==> config.mk <==
export PLATFORM = sky130hd
export DESIGN_NAME = swiss_timer_sequencer
export DESIGN_NICKNAME = d
export VERILOG_FILES = /design/src/rtl/swiss_timer_sequencer.sv
export SDC_FILE = /design/constraint.sdc
export NUM_CORES = 1
export LEC_CHECK = 0
export BUFFER_PORTS_ARGS = -buffer_cell sky130_fd_sc_hd__buf_2
export CAP_MARGIN = 20
export CORE_ASPECT_RATIO = 0.7
export CORE_MARGIN = 2
export CORE_UTILIZATION = 50
export DETAILED_ROUTE_END_ITERATION = 10
export HOLD_SLACK_MARGIN = 0.02
export PLACE_DENSITY = 0.65
export SLEW_MARGIN = 20
export SYNTH_ARGS = -nofsm -noshare
export SYNTH_HDL_FRONTEND = slang
export SYNTH_SLANG_ARGS = --single-unit
==> constraint.sdc <==
create_clock -name clock100MHz -period 6.3 [get_ports clock100MHz]
set_input_delay 1.26 -clock clock100MHz [delete_from_list [all_inputs] [get_ports clock100MHz]]
set_output_delay 1.26 -clock clock100MHz [all_outputs]
set_load 0.02 [all_outputs]
==> src/rtl/swiss_timer_sequencer.sv <==
// Stopwatch control sequencer: debounced buttons drive an IDLE/RUN/PAUSE/LAP FSM
// and a prescaler that emits one-cycle count ticks to the timer datapath.

module swiss_btn_debounce #(
    parameter int DEBOUNCE_CYCLES = 500000
) (
    input  logic i_clk,
    input  logic i_rst,
    input  logic i_raw,
    output logic o_press
);
    localparam int CW = $clog2(DEBOUNCE_CYCLES + 1);
    localparam logic [CW-1:0] CNT_LAST = CW'(DEBOUNCE_CYCLES - 1);

    logic          r_sync1, r_sync2;
    logic          r_lvl, r_lvl_d;
    logic [CW-1:0] r_cnt;

    always_ff @(posedge i_clk or posedge i_rst) begin
        if (i_rst) begin
            r_sync1 <= 1'b0;
            r_sync2 <= 1'b0;
            r_lvl   <= 1'b0;
            r_lvl_d <= 1'b0;
            r_cnt   <= '0;
        end else begin
            r_sync1 <= i_raw;
            r_sync2 <= r_sync1;
            r_lvl_d <= r_lvl;
            // Any cycle agreeing with the accepted level restarts the stability count.
            if (r_sync2 != r_lvl) begin
                if (r_cnt == CNT_LAST) begin
                    r_lvl <= r_sync2;
                    r_cnt <= '0;
                end else begin
                    r_cnt <= r_cnt + 1'b1;
                end
            end else begin
                r_cnt <= '0;
            end
        end
    end

    assign o_press = r_lvl & ~r_lvl_d;
endmodule

module swiss_timer_sequencer #(
    parameter int DEBOUNCE_CYCLES = 500000,
    parameter int TICK_DIV        = 1000000
) (
    input  logic       clock100MHz,
    input  logic       reset,
    input  logic       start_Button,
    input  logic       left_Button,
    input  logic       right_Button,
    input  logic       down_Button,
    input  logic       clear_Button,
    output logic       count_Enable,
    output logic       count_Clear,
    output logic       display_Hold,
    output logic [1:0] state
);
    localparam int NUM_BTN = 5;
    localparam int B_START = 0;
    localparam int B_LEFT  = 1;
    localparam int B_RIGHT = 2;
    localparam int B_DOWN  = 3;
    localparam int B_CLEAR = 4;

    localparam logic [1:0] IDLE  = 2'b00;
    localparam logic [1:0] RUN   = 2'b01;
    localparam logic [1:0] PAUSE = 2'b10;
    localparam logic [1:0] LAP   = 2'b11;

    localparam int PW = (TICK_DIV > 1) ? $clog2(TICK_DIV) : 1;
    localparam logic [PW-1:0] PSC_LAST = PW'(TICK_DIV - 1);

    logic [NUM_BTN-1:0] w_raw;
    logic [NUM_BTN-1:0] w_press;

    assign w_raw = {clear_Button, down_Button, right_Button, left_Button, start_Button};

    for (genvar g = 0; g < NUM_BTN; g++) begin : g_btn
        swiss_btn_debounce #(
            .DEBOUNCE_CYCLES(DEBOUNCE_CYCLES)
        ) u_db (
            .i_clk  (clock100MHz),
            .i_rst  (reset),
            .i_raw  (w_raw[g]),
            .o_press(w_press[g])
        );
    end

    logic          w_clr, w_start, w_pause, w_lap, w_active;
    logic [1:0]    w_state_nxt;
    logic [1:0]    r_state;
    logic [PW-1:0] r_psc;
    logic          r_ce, r_clr;

    assign w_clr    = w_press[B_CLEAR];
    assign w_start  = w_press[B_START];
    assign w_pause  = w_press[B_LEFT] | w_press[B_RIGHT];
    assign w_lap    = w_press[B_DOWN];
    assign w_active = (r_state == RUN) || (r_state == LAP);

    // Only the highest-priority event is considered; an ignored one still masks the rest.
    always_comb begin
        w_state_nxt = r_state;
        if (w_clr) begin
            w_state_nxt = IDLE;
        end else if (w_start) begin
            if (r_state != RUN) w_state_nxt = RUN;
        end else if (w_pause) begin
            if (w_active) w_state_nxt = PAUSE;
        end else if (w_lap) begin
            if (r_state == RUN)      w_state_nxt = LAP;
            else if (r_state == LAP) w_state_nxt = RUN;
        end
    end

    always_ff @(posedge clock100MHz or posedge reset) begin
        if (reset) begin
            r_state <= IDLE;
            r_psc   <= '0;
            r_ce    <= 1'b0;
            r_clr   <= 1'b0;
        end else begin
            r_state <= w_state_nxt;
            r_clr   <= w_clr;
            // Tick decision uses the current state, so a terminal cycle that
            // coincides with a pause still issues its tick.
            r_ce    <= w_active && (r_psc == PSC_LAST) && !r_ce;
            if (w_clr || r_state == IDLE) begin
                r_psc <= '0;
            end else if (w_active) begin
                r_psc <= (r_psc == PSC_LAST) ? '0 : r_psc + 1'b1;
            end
        end
    end

    assign count_Enable = r_ce;
    assign count_Clear  = r_clr;
    assign display_Hold = (r_state == LAP);
    assign state        = r_state;
endmodule

; ---- After elaboration in Yosys (flattened, before gate mapping)
; Index checks and enable logic that the tools add are counted.
[word_totals]
inputBits = 7
ff_bits = 139
out_inout_bits = 5
word_cells = 98
[classes]
add_sub_neg = 6
eq_ne = 16
n_reduce_logical = 15
bitwise_logic = 11
n_mux = 21
[op_table]
columns = operator, n
row1 = $mux 19, 10
row2 = $add 19x1->19 const B, 5
row3 = $eq 19x19->1 const B, 5
row4 = $mux 20, 3
row5 = $add 20x1->20 const B, 1
row6 = $eq 20x20->1 const B, 1
row7 = $mux 2, 8
row8 = $reduce_and 2->1, 5
row9 = $and 1x1->1, 5
row10 = $ne 1x1->1, 5
row11 = $not 1->1, 5
row12 = $reduce_bool 5->1, 1
row13 = $ne 4x2->1 const B, 1
row14 = $reduce_and 4->1, 1
row15 = $reduce_bool 4->1, 1
row16 = $ne 3x3->1 const B, 1
row17 = $eq 2x1->1 const B, 1
row18 = $eq 2x2->1 const B, 1
row19 = $logic_and 1x1->1, 2
row20 = $logic_not 2->1, 1
row21 = $logic_or 1x1->1, 2
row22 = $ne 2x1->1 const B, 1
row23 = $reduce_bool 2->1, 1
row24 = $logic_not 1->1, 1
row25 = $or 1x1->1, 1

; ---- Logic depth before layout (Yosys ltp)
; Gate-level depths: netlist of run 1.
[logic_depth]
word_depth = 7
ltp_mapped = 7
mapped_depth_nobuf = 5

; ---- Modules after synthesis
; Synthesis of run 1 repeated with hierarchy kept, for this count alone.
[unflattened]
hier_cells = 657
area_unflattened_um2 = 6861.6
[by_module_without_submodules]
columns = mod, seq_area_each_um2, area_each_um2, instances, cells_each
row1 = swiss_btn_debounce, 575.6, 1122.3, 5, 105
row2 = swiss_timer_sequencer, 600.6, 1249.9, 1, 132

; ---- Worst setup path before layout of run 1
; No wires, ideal clock.
[synth_path]
kind = flip-flop to output port
startpoint = register r_state[0] (netlist: state[0])
endpoint = output port display_Hold
arrival_time_ps = 805
t_required_ps = 5040
slack_ps = 4235
path_stages_with_launch = 2
n_path_buf = 0
path_cell_list = dfrtp_1 -> and2_1
[synth_between]
elab_chain_len = 1
[synth_lines]
columns = item, line
row1 = from (decl), 96  ; logic [1:0] r_state;
row2 = from (signal assigned), 128  ; r_state <= w_state_nxt;
row3 = $eq 2x2->1, 143  ; assign display_Hold = (r_state == LAP);
row4 = to (decl), 60  ; output logic display_Hold,
; Every way passes these cells.

; ---- Final worst setup path of run 1
[layout_path]
startpoint = register g_btn[4].u_db.r_lvl
endpoint = register r_psc[18]
[layout_between]
elab_chain_len = 3
word_cells_on_any_way = 4
cone_classes = mux: 1 / bitwise: 1 / reduce/logical: 2
[layout_lines]
columns = item, line
row1 = from (decl), 16  ; logic r_lvl, r_lvl_d;
row2 = from (signal assigned), 33  ; r_lvl <= r_sync2;
row3 = $and 1x1->1 (*), 44  ; assign o_press = r_lvl & ~r_lvl_d;
row4 = $logic_or 1x1->1 (*), 133  ; if (w_clr || r_state == IDLE) begin
row5 = $mux 20 or $reduce_bool 2->1 (tied branches), n/a
row6 = to (signal assigned), 136  ; r_psc <= (r_psc == PSC_LAST) ? '0 : r_psc + 1'b1;
row7 = to (decl), 97  ; logic [PW-1:0] r_psc;
; Every way passes the cells marked *; elsewhere a longest branch is shown, timed or not.
; A chain may end at the register's enable or synchronous reset.

==> flow_summary.toml, run 1 <==
[worst_setup_path]
crit_buf_inv = 0
r2r-end = "r_psc[18]"
crit_path_top_delay_cell = "nor2b_1"
critPathRequiredTime_ns = 6.63
timing.critical_path.cells = "nor2b_1 -> o21ai_0 -> or4b_1 -> a21oi_1"
path_delay_family = "simple AND/OR/NAND/NOR gates"
cp-start-kind = "register"
end_kind = "register"
slowest_delay_ns = 0.83
crit_fanout = 15
path_class = "register to register"
r2r_cells = 4
ff2ff_setup_slack_ns = 3.77
worstPathArrival_ns = 2.86
worstReg2RegStart = "g_btn[4].u_db.r_lvl"

[cells_and_area]
drive_gt1_share_pct = 8.621
synthToLayoutAreaGrowth_pct = 12.62
layout_common_cells = "dfrtp_1, nor2_1, nand3_1"
multi_input_area_mm2 = 0.003094
n_fill_cell = 1102
final_common_cell = "dfrtp_1"
seqCellArea_mm2 = 0.003478
final_nets = 696
antenna_cells = 0

[status]
status = "complete, no violations"

[global_routing]
grt_pass1_wl_um = 22500
grt_max_degree = 71
grt_usage_pct = 19.75
gr-total-overflow = 0
grt_pass1_vias = 4640
grt_antenna_before_repair = 0

[clock_network]
htree_levels = 4
postCtsHoldBufs = 0
cts_tree = "done"
cts_resized = 0
clock-sinks = 139
cts_root_buf = "clkbuf_16"
cts_buffers = 17
post_cts_buffers = 0
cts_max_path_buffers = 2
clk_pin_slew_worst_paths_ns = 0.06
clkLatencyLatePin_ns = 0.41

[power_and_ir_drop]
p_leak_nw = 2.983
power_density_mw_per_mm2 = 262.1
peakVddDrop_mv = 0.1773
p_total_mw = 1.972

[timing]
whs_ns = 0.3470
grt_setup_unrepaired = "false"
final-setup-viol-count = 0
fmax_ghz = 0.3958
relSlewSlack_pct = 30.91
hold_violations = 0
fin_setup_tns_ns = 0
finalCritPeriodShare_pct = 40.10
min_period_ns = 2.526
tightestPinTransition_ns = 1.034
fin_worst_skew_ns = 0.01315
finalMaxSlewViolations = 0

[route]
drt_pass1_iterations = 4
vias = 5049
via_per_inst = 5.857
routed_wl_um = 13200
ant_nets = 0
drc = 0
wl_per_cell_um = 15.32
drtIter0Drc = 407

[synth]
synth_area_mm2 = 0.006680
ys_types = 44
syn_avg_cell_area_um2 = 10.08
synth_edf_count = 0
synth_seq_cells = 139
syn_inst = 663
synth_fp_nets = 676
synth_top_flop_cell = "dfrtp_1"
yosys_warnings = 0
synth_seq_area_share_pct = 52.07
synth-async-reset-ratio_pct = 100.0

[placed_design]
dp_hpwl_um = 8670
gp_congestion = 0.8127
port_buffers = 11

[floorplan]
start_util_pct = 51.02
ioPinCount = 12
die_x_um = 142.2
core.rowCount = 35
die_area_mm2 = 0.01432
die_h_um = 100.7
core_mm2 = 0.01309

[hold_path]
worstHoldStart = "g_btn[2].u_db.r_sync1"
holdPathStages = 0
min_to = "g_btn[2].u_db.r_sync2"
hold_path.class = "register to register"

[run]
max_cap_violations = 0
[worst max-delay path by stage]
stage	startpoint	end	slack, ns	cells past startpoint
after floorplan	reset	count_Clear	1.32	1
final	g_btn[4].u_db.r_lvl	r_psc[18]	3.77	4
after detailed placement	reset	g_btn[3].u_db.r_cnt[12]	3.53	3
after global placement	reset	g_btn[3].u_db.r_cnt[12]	3.54	3
after global routing	g_btn[4].u_db.r_lvl	r_psc[18]	3.62	4
after CTS	state[0]	display_Hold	3.75	2
[routing by layer]
layer,global-route usage [%],part of all wire (%),vias up,routed length [um]
li1,-,-,2451,-
met1,29.11,52,2493,6860
met2,29.21,43,91,5729
met3,4.513,3.5,14,468
met4,6.077,1.1,0,145
met5,0,0,-,0
[stage by stage]
stage	instance area, um^2	utilization [%]	instances	setup slack (ns)
finish	7523	57.46	862	3.774
CTS	7520	57.43	862	3.745
floorplan	6680	-	663	1.315
global route	7523	57.46	862	3.618
global placement	6915	52.81	830	3.540
detailed placement	6915	52.81	830	3.526
[report_power, final]
group / switching [mW] / internal (mW)
registers: 0.00989 / 0.904
logic: 0.0364 / 0.0116
clock network: 0.368 / 0.641
[logic make-up (layout without fill, tap and decap cells)]
family | count (synthesis) | in the layout | synth area share [%]
buffers and inverters | 27 | 60 | 1.667
adder cells (fa/ha/maj) | 6 | 6 | 1.124
XOR/XNOR | 79 | 79 | 10.36
multiplexers | 5 | 5 | 0.8428
flip-flops | 139 | 139 | 52.07
AND/OR/NAND/NOR | 325 | 325 | 26.35
AO/OA/AOI/OAI | 82 | 82 | 7.586
[worst register-to-register path, cell delays in order (launching register included)]
cell     delay (ns)
dfrtp_1        0.38
nor2b_1        0.83
o21ai_0        0.47
or4b_1         0.60
a21oi_1        0.17
[cell type report]
class	count	area share, %
flip-flops and latches	139	46.23
multi-input cells	497	41.13
clock buffers	21	6.120
well taps	166	2.761
clock inverters	11	1.913
repair buffers	15	1.131
inverters	13	0.7151
[cell usage after synthesis (all sizes together), types with 4 or more instances]
cell | instances | share of area [%]
nand3 | 41 | 3.1
nor4 | 21 | 2.0
nor3 | 11 | 0.82
nand4 | 34 | 3.3
ha | 6 | 1.1
nor2b | 4 | 0.37
o31ai | 16 | 1.9
xor2 | 40 | 5.2
or4 | 16 | 1.9
clkbuf | 8 | 0.49
dfrtp | 139 | 52
a21oi | 33 | 2.5
and2 | 8 | 0.75
and4 | 17 | 2.2
o21ai | 19 | 1.5
xnor2 | 39 | 5.1
o41ai | 4 | 0.52
buf | 6 | 0.45
nand2 | 38 | 2.1
or4b | 6 | 0.90
nor2 | 98 | 5.5
inv | 13 | 0.73
or3 | 14 | 1.5
o211ai | 5 | 0.56
mux2 | 5 | 0.84
and3 | 4 | 0.37
[registers in the layout (all words and copies together), names as in the netlist]
signal,flops
g_btn.u_db.r_cnt,95
count_Enable,1
r_psc,20
g_btn.u_db.r_lvl_d,5
state,2
g_btn.u_db.r_lvl,5
g_btn.u_db.r_sync1,5
count_Clear,1
g_btn.u_db.r_sync2,5
Note: power is estimated with default switching activity, not from simulation.
==> run 2: changes to the inputs <==
Settings changed: PLACE_DENSITY 0.65 to 0.67.
Clock period 6.3 ns to 2.2 ns, I/O delays scaled along.
==> run 2 against run 1 <==
Sequential power increased to 2.9 times the previous value. Maximum frequency increased by 28%. Critical path depth increased by 1. Clock skew decreased by 0.0042 ns. Wire length about the same. Critical path type unchanged. Highest routed layer unchanged. Critical endpoint is now g_btn[0].u_db.r_cnt[18]. Count of clock-buffer cells in the layout decreased by 4.
==> flow_summary.toml, run 2 (synthesis results as in run 1) <==
[status]
status = "complete, no violations"

[cells_and_area]
synthToLayoutAreaGrowth_pct = 13.67
top_regs = "g_btn.u_db.r_cnt x95, r_psc x20"
largest_register = "g_btn.u_db.r_cnt"
final_nets = 705
layout_common_cells = "dfrtp_1, nor2_1, nand3_1"
largest_reg_flops = 95
drive_gt1_share_pct = 9.787
antenna_cells = 0
final_common_cell = "dfrtp_1"

[global_routing]
grt_max_degree = 75
gr-total-overflow = 0
grt_pass1_wl_um = 22800
grt_antenna_before_repair = 0
grt_pass1_vias = 4769
grt_usage_pct = 19.99

[route]
ant_nets = 0
via_per_inst = 5.791
vias = 5044
met3_length_um = 464
highest_layer = "met4"
wl_met2_um = 6005
drt_pass1_iterations = 5
wl_per_cell_um = 15.16
routed_wl_um = 13210
drtIter0Drc = 399
drc = 0
wl_met1_um = 6571

[timing]
hold_violations = 0
fin_setup_tns_ns = 0
worst_slack_ns = 0.2282
min_period_ns = 1.972
fin_worst_skew_ns = 0.008933
finalCritPeriodShare_pct = 89.63
final-setup-viol-count = 0
relSlewSlack_pct = 65.98
grt_setup_unrepaired = "false"
finalMaxSlewViolations = 0
fmax_ghz = 0.5071
tightestPinTransition_ns = 0.5069

[floorplan]
die_area_mm2 = 0.01432
die_x_um = 142.2
ioPinCount = 12
core_mm2 = 0.01309
core.rowCount = 35
start_util_pct = 51.02
die_h_um = 100.7

[clock_network]
cts_root_buf = "clkbuf_16"
cts_tree = "done"
clk_pin_slew_worst_paths_ns = 0.06
cts_resized = 0
clkLatencyLatePin_ns = 0.42
cts_max_path_buffers = 2
htree_levels = 4
cts_buffers = 17
clock-sinks = 139

[worst_setup_path]
crit_path_top_delay_cell = "or4_4"
crit_fanout = 6
path_class = "register to register"
end_kind = "register"
worstPathArrival_ns = 2.31
crit_buf_inv = 0
slowest_delay_ns = 0.57
critPathRequiredTime_ns = 2.54
cp-start-kind = "register"
path_delay_family = "simple AND/OR/NAND/NOR gates"
timing.critical_path.cells = "ha_1 -> nand4_2 -> or4_4 -> or3_1 -> a21oi_1"

[power_and_ir_drop]
power_density_mw_per_mm2 = 730.0
peakVddDrop_mv = 0.4933
p_leak_nw = 3.035

[placed_design]
dp_hpwl_um = 8632
dpl_worst_slack_ns = 0.2380
port_buffers = 11
gp_congestion = 0.8643

[run]
max_cap_violations = 0

[hold_path]
hold_path.class = "input pin to register"
## run 2: layer usage
metal,global-route usage [%],vias to the layer above
met3,4.608,15
met4,7.231,0
li1,-,2482
met2,30.62,91
met1,28.14,2456
met5,0,-
## run 2: what timing repair did
item / in CTS / in global routing
hold endpoints to repair: 11 / 0
setup buffers: 0 / 0
endpoints found under the setup margin: 0 / 0
hold buffers: 1 / 0
## run 2: power breakdown
| part | internal, mW | switching [mW] | leakage (nW) |
|---|---|---|---|
| clock | 1.66 | 1.11 | 0.287 |
| sequential | 2.59 | 0.0275 | 1.91 |
| combinational | 0.0477 | 0.108 | 0.841 |
## run 2: final timing paths
check | slack [ns] | depth (start not counted) | start | end
worst max-delay path | 0.23 | 5 | g_btn[0].u_db.r_cnt[0] | g_btn[0].u_db.r_cnt[18]
min in group asynchronous | 0.53 | 3 | reset | g_btn[2].u_db.r_cnt[10]
worst min register to register | 0.35 | 0 | g_btn[1].u_db.r_sync1 | g_btn[1].u_db.r_sync2
worst max register to register | 0.23 | 5 | g_btn[0].u_db.r_cnt[0] | g_btn[0].u_db.r_cnt[18]
max in group asynchronous | 1.01 | 4 | reset | g_btn[0].u_db.r_cnt[8]
worst min-delay path | 0.12 | 1 | clear_Button | g_btn[4].u_db.r_sync1
## run 2: worst register-to-register path, cell delays in order, from the launching register on
cell,delay [ns]
dfrtp_1,0.38
ha_1,0.25
nand4_2,0.20
or4_4,0.57
or3_1,0.35
a21oi_1,0.14
## run 2: cell type report
| class | instances | area, um^2 |
|---|---|---|
| fill | 1092 | 5500 |
| sequential | 139 | 3478 |
| multi-input combinational | 497 | 3090 |
| clock buffer | 17 | 425.4 |
| tap | 166 | 207.7 |
| timing repair buffer | 24 | 192.7 |
| clock inverter | 15 | 146.4 |
| inverter | 13 | 52.55 |
## run 2: stage by stage
step | cells | cell area, um^2 | power [mW] | hold slack [ns] | util, %
after floorplan | 663 | 6684 | 2.761 | 0.3312 | -
after global placement | 838 | 7012 | 2.814 | 0.3331 | 53.55
after detailed placement | 838 | 7012 | 2.822 | 0.3347 | 53.55
after CTS | 871 | 7594 | 5.616 | 0.1091 | 57.99
after global routing | 871 | 7594 | 5.747 | 0.1046 | 57.99
final | 871 | 7594 | 5.543 | 0.1233 | 57.99
